File: config.mk
export PLATFORM = sky130hd
export DESIGN_NAME = sc_mult_scheduler_flat
export DESIGN_NICKNAME = d
export VERILOG_FILES = /design/src/rtl/sc_sched_pkg.sv /design/src/rtl/sc_mult_scheduler_if.sv /design/src/rtl/sc_bipolar_mult.sv /design/src/rtl/sc_mult_scheduler.sv /design/src/flat_wrapper.sv
export SDC_FILE = /design/constraint.sdc
export NUM_CORES = 1
export LEC_CHECK = 0
export ABC_AREA = 0
export ABC_CLOCK_PERIOD_IN_PS = 1800
export CORE_MARGIN = 2
export CORE_UTILIZATION = 35
export CTS_CLUSTER_DIAMETER = 100
export DETAILED_ROUTE_END_ITERATION = 6
export PLACE_DENSITY = 0.55
export RECOVER_POWER = 50
export REMOVE_ABC_BUFFERS = 1
export SYNTH_ARGS = -nofsm -noshare
export SYNTH_HDL_FRONTEND = slang
export SYNTH_SLANG_ARGS = --single-unit
File: constraint.sdc
create_clock -name clk -period 1.8 [get_ports clk]
set_input_delay 0.36 -clock clk [delete_from_list [all_inputs] [get_ports clk]]
set_output_delay 0.36 -clock clk [all_outputs]
set_load 0.005 [all_outputs]
File: src/rtl/sc_sched_pkg.sv
// Shared types and constants for the stochastic multiplier scheduler:
// FSM state encoding, LFSR geometry and default seeds.
package sc_sched_pkg;

  localparam int LFSR_W = 31;
  localparam int TAP_HI = 30;
  localparam int TAP_LO = 27;

  localparam logic [LFSR_W-1:0] DEF_SEED_A = 31'd1;
  localparam logic [LFSR_W-1:0] DEF_SEED_B = 31'd2;

  typedef enum logic [1:0] {
    IDLE = 2'd0,
    RUN  = 2'd1,
    DONE = 2'd2
  } state_e;

  // x^31 + x^28 + 1 Fibonacci step: shift left, feedback into bit 0.
  function automatic logic [LFSR_W-1:0] lfsr_step(input logic [LFSR_W-1:0] q);
    return {q[LFSR_W-2:0], q[TAP_HI] ^ q[TAP_LO]};
  endfunction

endpackage

File: src/rtl/sc_mult_scheduler_if.sv
// Request/response bundle between the two requesters and the scheduler.
// master = host side, slave = scheduler side.
interface sc_mult_scheduler_if #(
  parameter int WIDTH    = 4,
  parameter int LEN_LOG2 = 4
);

  logic [1:0]        req_valid;
  logic [1:0]        req_ready;
  logic [WIDTH-1:0]  req_a0;
  logic [WIDTH-1:0]  req_b0;
  logic [WIDTH-1:0]  req_a1;
  logic [WIDTH-1:0]  req_b1;
  logic              rsp_valid;
  logic              rsp_ready;
  logic              rsp_id;
  logic [LEN_LOG2:0] rsp_count;

  modport master (
    output req_valid, req_a0, req_b0, req_a1, req_b1, rsp_ready,
    input  req_ready, rsp_valid, rsp_id, rsp_count
  );

  modport slave (
    input  req_valid, req_a0, req_b0, req_a1, req_b1, rsp_ready,
    output req_ready, rsp_valid, rsp_id, rsp_count
  );

endinterface

File: src/rtl/sc_bipolar_mult.sv
// Bipolar stochastic multiplier: two reseedable LFSRs, operand comparators
// and a registered XNOR product bit.
module sc_bipolar_mult
  import sc_sched_pkg::*;
#(
  parameter int                WIDTH  = 4,
  parameter logic [LFSR_W-1:0] SEED_A = DEF_SEED_A,
  parameter logic [LFSR_W-1:0] SEED_B = DEF_SEED_B
) (
  input  logic             clk,
  input  logic             rst_n,
  input  logic             i_load,
  input  logic             i_en,
  input  logic [WIDTH-1:0] i_a,
  input  logic [WIDTH-1:0] i_b,
  output logic             o_bit
);

  logic [LFSR_W-1:0] r_lfsr_a;
  logic [LFSR_W-1:0] r_lfsr_b;
  logic              r_prod;
  logic [WIDTH-1:0]  w_rn_a;
  logic [WIDTH-1:0]  w_rn_b;
  logic              w_bit_a;
  logic              w_bit_b;

  assign w_rn_a  = r_lfsr_a[LFSR_W-1 -: WIDTH];
  assign w_rn_b  = r_lfsr_b[LFSR_W-1 -: WIDTH];
  assign w_bit_a = (w_rn_a < i_a);
  assign w_bit_b = (w_rn_b < i_b);

  // NOTE: sequential state uses non-blocking assignments so every register
  // samples the pre-edge values, independent of statement order.
  always_ff @(posedge clk) begin
    if (!rst_n || i_load) begin
      r_lfsr_a <= SEED_A;
      r_lfsr_b <= SEED_B;
    end else if (i_en) begin
      r_lfsr_a <= lfsr_step(r_lfsr_a);
      r_lfsr_b <= lfsr_step(r_lfsr_b);
    end
  end

  always_ff @(posedge clk) begin
    if (!rst_n) begin
      r_prod <= 1'b0;
    end else if (i_en) begin
      r_prod <= ~(w_bit_a ^ w_bit_b);
    end
  end

  assign o_bit = r_prod;

endmodule

File: src/rtl/sc_mult_scheduler.sv
// Round-robin scheduler sharing one stochastic multiplier between two
// requesters; runs a fixed reseeded window and returns the ones count.
module sc_mult_scheduler
  import sc_sched_pkg::*;
#(
  parameter int                WIDTH    = 4,
  parameter int                LEN_LOG2 = 4,
  parameter logic [LFSR_W-1:0] SEED_A   = DEF_SEED_A,
  parameter logic [LFSR_W-1:0] SEED_B   = DEF_SEED_B
) (
  input  logic                 clk,
  input  logic                 rst_n,
  sc_mult_scheduler_if.slave   bus,
  output logic                 busy
);

  localparam int                WIN     = 2 ** LEN_LOG2;
  localparam logic [LEN_LOG2:0] WIN_CNT = (LEN_LOG2 + 1)'(WIN);

  state_e            r_state;
  logic              r_last_grant;
  logic              r_id;
  logic [WIDTH-1:0]  r_a;
  logic [WIDTH-1:0]  r_b;
  logic [LEN_LOG2:0] r_bit_cnt;
  logic [LEN_LOG2:0] r_ones;

  logic [1:0]        w_grant;
  logic              w_accept;
  logic              w_sel;
  logic              w_run;
  logic              w_prod;

  // NOTE: w_grant gets a default before any branch so no path leaves it
  // unassigned, which would otherwise infer a latch.
  always_comb begin
    w_grant = 2'b00;
    if (rst_n && r_state == IDLE) begin
      case (bus.req_valid)
        2'b01:   w_grant = 2'b01;
        2'b10:   w_grant = 2'b10;
        2'b11:   w_grant = r_last_grant ? 2'b01 : 2'b10;
        default: w_grant = 2'b00;
      endcase
    end
  end

  assign w_accept = |(w_grant & bus.req_valid);
  assign w_sel    = w_grant[1];
  assign w_run    = (r_state == RUN);

  sc_bipolar_mult #(
    .WIDTH  (WIDTH),
    .SEED_A (SEED_A),
    .SEED_B (SEED_B)
  ) u_mult (
    .clk    (clk),
    .rst_n  (rst_n),
    .i_load (w_accept),
    .i_en   (w_run),
    .i_a    (r_a),
    .i_b    (r_b),
    .o_bit  (w_prod)
  );

  // Bit counter 0 primes the product register; counts 1..WIN accumulate.
  always_ff @(posedge clk) begin
    if (!rst_n) begin
      r_state      <= IDLE;
      r_last_grant <= 1'b1;
      r_id         <= 1'b0;
      r_a          <= '0;
      r_b          <= '0;
      r_bit_cnt    <= '0;
      r_ones       <= '0;
    end else begin
      case (r_state)
        IDLE: begin
          if (w_accept) begin
            r_state      <= RUN;
            r_id         <= w_sel;
            r_last_grant <= w_sel;
            r_a          <= w_sel ? bus.req_a1 : bus.req_a0;
            r_b          <= w_sel ? bus.req_b1 : bus.req_b0;
            r_bit_cnt    <= '0;
            r_ones       <= '0;
          end
        end
        RUN: begin
          r_bit_cnt <= r_bit_cnt + (LEN_LOG2 + 1)'(1);
          if (r_bit_cnt != '0) begin
            r_ones <= r_ones + (LEN_LOG2 + 1)'(w_prod);
          end
          if (r_bit_cnt == WIN_CNT) begin
            r_state <= DONE;
          end
        end
        DONE: begin
          if (bus.rsp_ready) begin
            r_state <= IDLE;
          end
        end
        default: r_state <= IDLE;
      endcase
    end
  end

  assign bus.req_ready = w_grant;
  assign bus.rsp_valid = (r_state == DONE);
  assign bus.rsp_count = r_ones;
  assign bus.rsp_id    = r_id;
  assign busy          = (r_state != IDLE);

endmodule

File: src/flat_wrapper.sv
// flat-port wrapper written by rule: the top's interface ports become plain ports
module sc_mult_scheduler_flat import sc_sched_pkg::*;
#(
  parameter int                WIDTH    = 4,
  parameter int                LEN_LOG2 = 4,
  parameter logic [LFSR_W-1:0] SEED_A   = DEF_SEED_A,
  parameter logic [LFSR_W-1:0] SEED_B   = DEF_SEED_B
)
  (clk, rst_n, busy, bus_req_valid, bus_req_a0, bus_req_b0, bus_req_a1, bus_req_b1, bus_rsp_ready, bus_req_ready, bus_rsp_valid, bus_rsp_id, bus_rsp_count);
  sc_mult_scheduler_if #(.WIDTH(WIDTH), .LEN_LOG2(LEN_LOG2)) bus_i ();
  input  logic clk;
  input  logic rst_n;
  output logic busy;
  input wire logic [$bits(bus_i.req_valid)-1:0] bus_req_valid;
  input wire logic [$bits(bus_i.req_a0)-1:0] bus_req_a0;
  input wire logic [$bits(bus_i.req_b0)-1:0] bus_req_b0;
  input wire logic [$bits(bus_i.req_a1)-1:0] bus_req_a1;
  input wire logic [$bits(bus_i.req_b1)-1:0] bus_req_b1;
  input wire logic [$bits(bus_i.rsp_ready)-1:0] bus_rsp_ready;
  output wire logic [$bits(bus_i.req_ready)-1:0] bus_req_ready;
  output wire logic [$bits(bus_i.rsp_valid)-1:0] bus_rsp_valid;
  output wire logic [$bits(bus_i.rsp_id)-1:0] bus_rsp_id;
  output wire logic [$bits(bus_i.rsp_count)-1:0] bus_rsp_count;
  assign bus_i.req_valid = bus_req_valid;
  assign bus_i.req_a0 = bus_req_a0;
  assign bus_i.req_b0 = bus_req_b0;
  assign bus_i.req_a1 = bus_req_a1;
  assign bus_i.req_b1 = bus_req_b1;
  assign bus_i.rsp_ready = bus_rsp_ready;
  assign bus_req_ready = bus_i.req_ready;
  assign bus_rsp_valid = bus_i.rsp_valid;
  assign bus_rsp_id = bus_i.rsp_id;
  assign bus_rsp_count = bus_i.rsp_count;
  sc_mult_scheduler #(.WIDTH(WIDTH), .LEN_LOG2(LEN_LOG2), .SEED_A(SEED_A), .SEED_B(SEED_B)) u_core (.clk(clk), .rst_n(rst_n), .bus(bus_i), .busy(busy));
endmodule
==> impl_metrics.tcl <==
set metrics [dict create \
    crit_fanout 4 \
    max_freq_mhz 588 \
    grt_pass1_vias 2553 \
    synth-edff-count 0 \
    final_cells 599 \
    cp_slowest_stage_delay_ns 0.33 \
    cts_tree "built" \
    hold_violations 0 \
    fp.dieW_microns 102 \
    start_util 0.363 \
    dp_hpwl_microns 4620 \
    synth.avg_cell_area_sq_um 8.00 \
    core_region_area_sq_um 9330 \
    final_common_cell "nand2_1" \
    p_int_mw 2.90 \
    cellPowerDensity_nw_per_um2 919 \
    gp_congestion 0.819 \
    syn-cell-area_sq_um 3380 \
    power.leakage_nw 1.53 \
    fill_cells 939 \
    crit_slowest_cell "dfxtp_1" \
    area_delta_synth_final_pct 24.4 \
    p_sw_frac 0.250 \
    h-tree-depth 3 \
    drc 0 \
    synthCells 423 \
    crit_type "register to primary output" \
    vias_per_cell 4.72 \
    worstRegToRegCells 6 \
    gr-total-overflow 0 \
    wire_per_inst_microns 11.2 \
    setup_viol 0 \
    clk_latency_ns 0.35 \
    grt_antenna_before_repair 0 \
    clk_pin_slew_ns 0.09 \
    antenna_cells 0 \
    layout_common_cells "nand2_1, dfxtp_1, a21oi_1" \
    root_buffer "clkbuf_8" \
    tightest_slew_ns 0.629 \
    worst_setup_path_start_kind "register" \
    rsz0062_at_grt "false" \
    grt_max_degree 32 \
    critical_path_arrival_ns 1.34 \
    cts_setup_buffers 0 \
    ys_ff_latch 85 \
    synth_top_area_frac 0.503 \
    nets 496 \
    yosysSeqAreaShare 0.503 \
    numCtsBuffers 9 \
    min_to "u_core.u_mult.r_lfsr_a[8]$_SDFFE_PP0P_" \
    finClkSkew_ns 0.0129 \
    cp.required_ns 1.44 \
    wirelength_microns 6690 \
    firstDrtPassIters 4 \
    drtAntennaViolNets 0 \
    grt_usage 0.139 \
    min_path_type "register to register" \
    fin_crit_sh 0.945 \
    cp_cell_sequence "nor2_2 > clkbuf_4 > inv_2 > dlygate4sd2_1" \
    ys_warn_count 0 \
    dp.cells 583 \
    reg2reg_slack_ns 0.13 \
    sequentialPowerShare 0.501 \
    r2r-start "u_core.r_bit_cnt[0]$_SDFFE_PN0P_" \
    synthArstFlopShare 0 \
    hold_start "u_core.u_mult.r_lfsr_a[7]$_SDFFE_PP0P_" \
    ios 31 \
    slew_headroom 0.580 \
    clkPwrFrac 0.382 \
    drt_iter0_markers 111 \
    synth.distinct_cells 37 \
    slew_viol_final 0 \
    p_total_mw 3.87 \
    synth_largest_area_cell "dfxtp_1" \
    ir_worst_vdd_mv 0.493 \
    synthTopCellsByArea "dfxtp_1, nand2_1, a21oi_1" \
    hold_depth 2 \
    drive_above_1_share 0.111 \
    core.rowCount 35 \
    die_area_sq_um 10500 \
    p_switching_mw 0.969 \
    drv_cap 0 \
    clock_path_buffers 2 \
    fin_setup_tns_ns 0 \
    num_vias 2828 \
    p_comb_frac 0.116 \
    portBuffers 30 \
    die_h_microns 102 \
    outcome "completed" \
    clock-sinks 85 \
    regToRegEndpoint "u_core.bus.rsp_count[3]$_SDFFE_PN0P_" \
    min_period_ns 1.70 \
    endpoint_kind "primary output" \
    grt_pass1_wl_microns 11600 \
    synthFlopType "dfxtp_1" \
]
==> cell usage after synthesis, drive strengths merged, types with 2 or more instances <==
cell type / number
a211oi: 2
a21oi: 73
a31oi: 2
a32oi: 3
buf: 13
clkbuf: 12
dfxtp: 85
ha: 10
inv: 13
mux2i: 8
nand2: 133
nand2b: 4
nand3: 6
nor2: 19
nor2b: 2
o211ai: 4
o21ai: 16
or4: 3
xnor2: 2
==> cell type report <==
type / instances / area (sq um) / area share
tap: 129 / 161 / 0.0383
sequential: 85 / 1700 / 0.405
timing repair buffer: 56 / 529 / 0.126
clock inverter: 7 / 97.6 / 0.0232
multi-input combinational: 299 / 1540 / 0.366
inverter: 14 / 52.6 / 0.0125
clock buffer: 9 / 124 / 0.0294
==> worst max-delay path by stage <==
| stage | from | endpoint | slack, ns | depth (start not counted) |
|---|---|---|---|---|
| after floorplan | u_core.r_state[1]$_SDFFE_PN0P_ | u_core.bus.rsp_count[3]$_SDFFE_PN0P_ | -1.37 | 5 |
| after global placement | rst_n | u_core.bus.rsp_count[3]$_SDFFE_PN0P_ | -0.31 | 5 |
| after detailed placement | rst_n | u_core.bus.rsp_count[3]$_SDFFE_PN0P_ | -0.33 | 5 |
| after CTS | u_core.r_bit_cnt[1]$_SDFFE_PN0P_ | u_core.bus.rsp_count[3]$_SDFFE_PN0P_ | 0.06 | 6 |
| after global routing | u_core.r_bit_cnt[0]$_SDFFE_PN0P_ | u_core.bus.rsp_count[3]$_SDFFE_PN0P_ | 0.005 | 6 |
| final | u_core.r_state[0]$_SDFFE_PN0P_ | busy | 0.1 | 4 |
==> worst max-delay path: cells and delay by family (launching register included) <==
| kind | cells | cell delay (ns) |
|---|---|---|
| buf+inv | 3 | 0.49 |
| simple gates | 1 | 0.17 |
| flops | 1 | 0.33 |
==> cell families after synthesis <==
group                      Yosys count  share of synthesized area
buffers and inverters               39                     0.0484
and+or+nand+nor                    171                      0.204
xor gates and xnor gates             2                    0.00518
adders and majority gates           10                     0.0370
muxes                                9                     0.0270
AOI/OAI and AO/OA                  107                      0.176
DFF                                 85                      0.503
==> repair_timing <==
item	CTS	global route
hold buffers	0	0
pin swaps	1	1
cloned	0	0
endpoints found under the hold margin	0	0
gates resized for setup	12	1
setup endpoints to repair	4	3
==> sequential cells by signal, indices dropped and copies added, names as in the netlist <==
| name | cells |
|---|---|
| u_core.u_mult.r_lfsr_a | 31 |
| u_core.u_mult.r_lfsr_b | 31 |
| u_core.bus.rsp_count | 5 |
| u_core.r_bit_cnt | 5 |
| u_core.r_a | 4 |
| u_core.r_b | 4 |
| u_core.r_state | 2 |
| u_core.bus.rsp_id | 1 |
| u_core.r_last_grant | 1 |
| u_core.u_mult.o_bit | 1 |
==> power by group through the flow <==
stage	combinational, mW	clock (mW)	sequential (mW)
finish	0.450	1.48	1.94
global route	0.502	1.61	1.95
CTS	0.467	1.53	1.94
detailed placement	0.467	0	1.98
global placement	0.462	0	1.98
floorplan	0.221	0	1.98
==> per-layer routing <==
metal	part of all wire	GRT usage	up-vias
li1	-	-	1495
met1	0.51	0.186	1294
met2	0.45	0.220	32
met3	0.027	0.0369	7
met4	0.012	0.0462	0
met5	0	0	-
==> stage by stage <==
step                hold slack, ns  setup WS (ns)  instance area (sq um)   util
floorplan                    0.432          -1.37                   3270      -
global placement             0.435         -0.313                   4010  0.430
detailed placement           0.441         -0.328                   4010  0.430
CTS                          0.451         0.0603                   4240  0.454
global route                 0.471        0.00473                   4210  0.451
finish                       0.445         0.0995                   4210  0.451
Power figures use the tool's default switching activity.
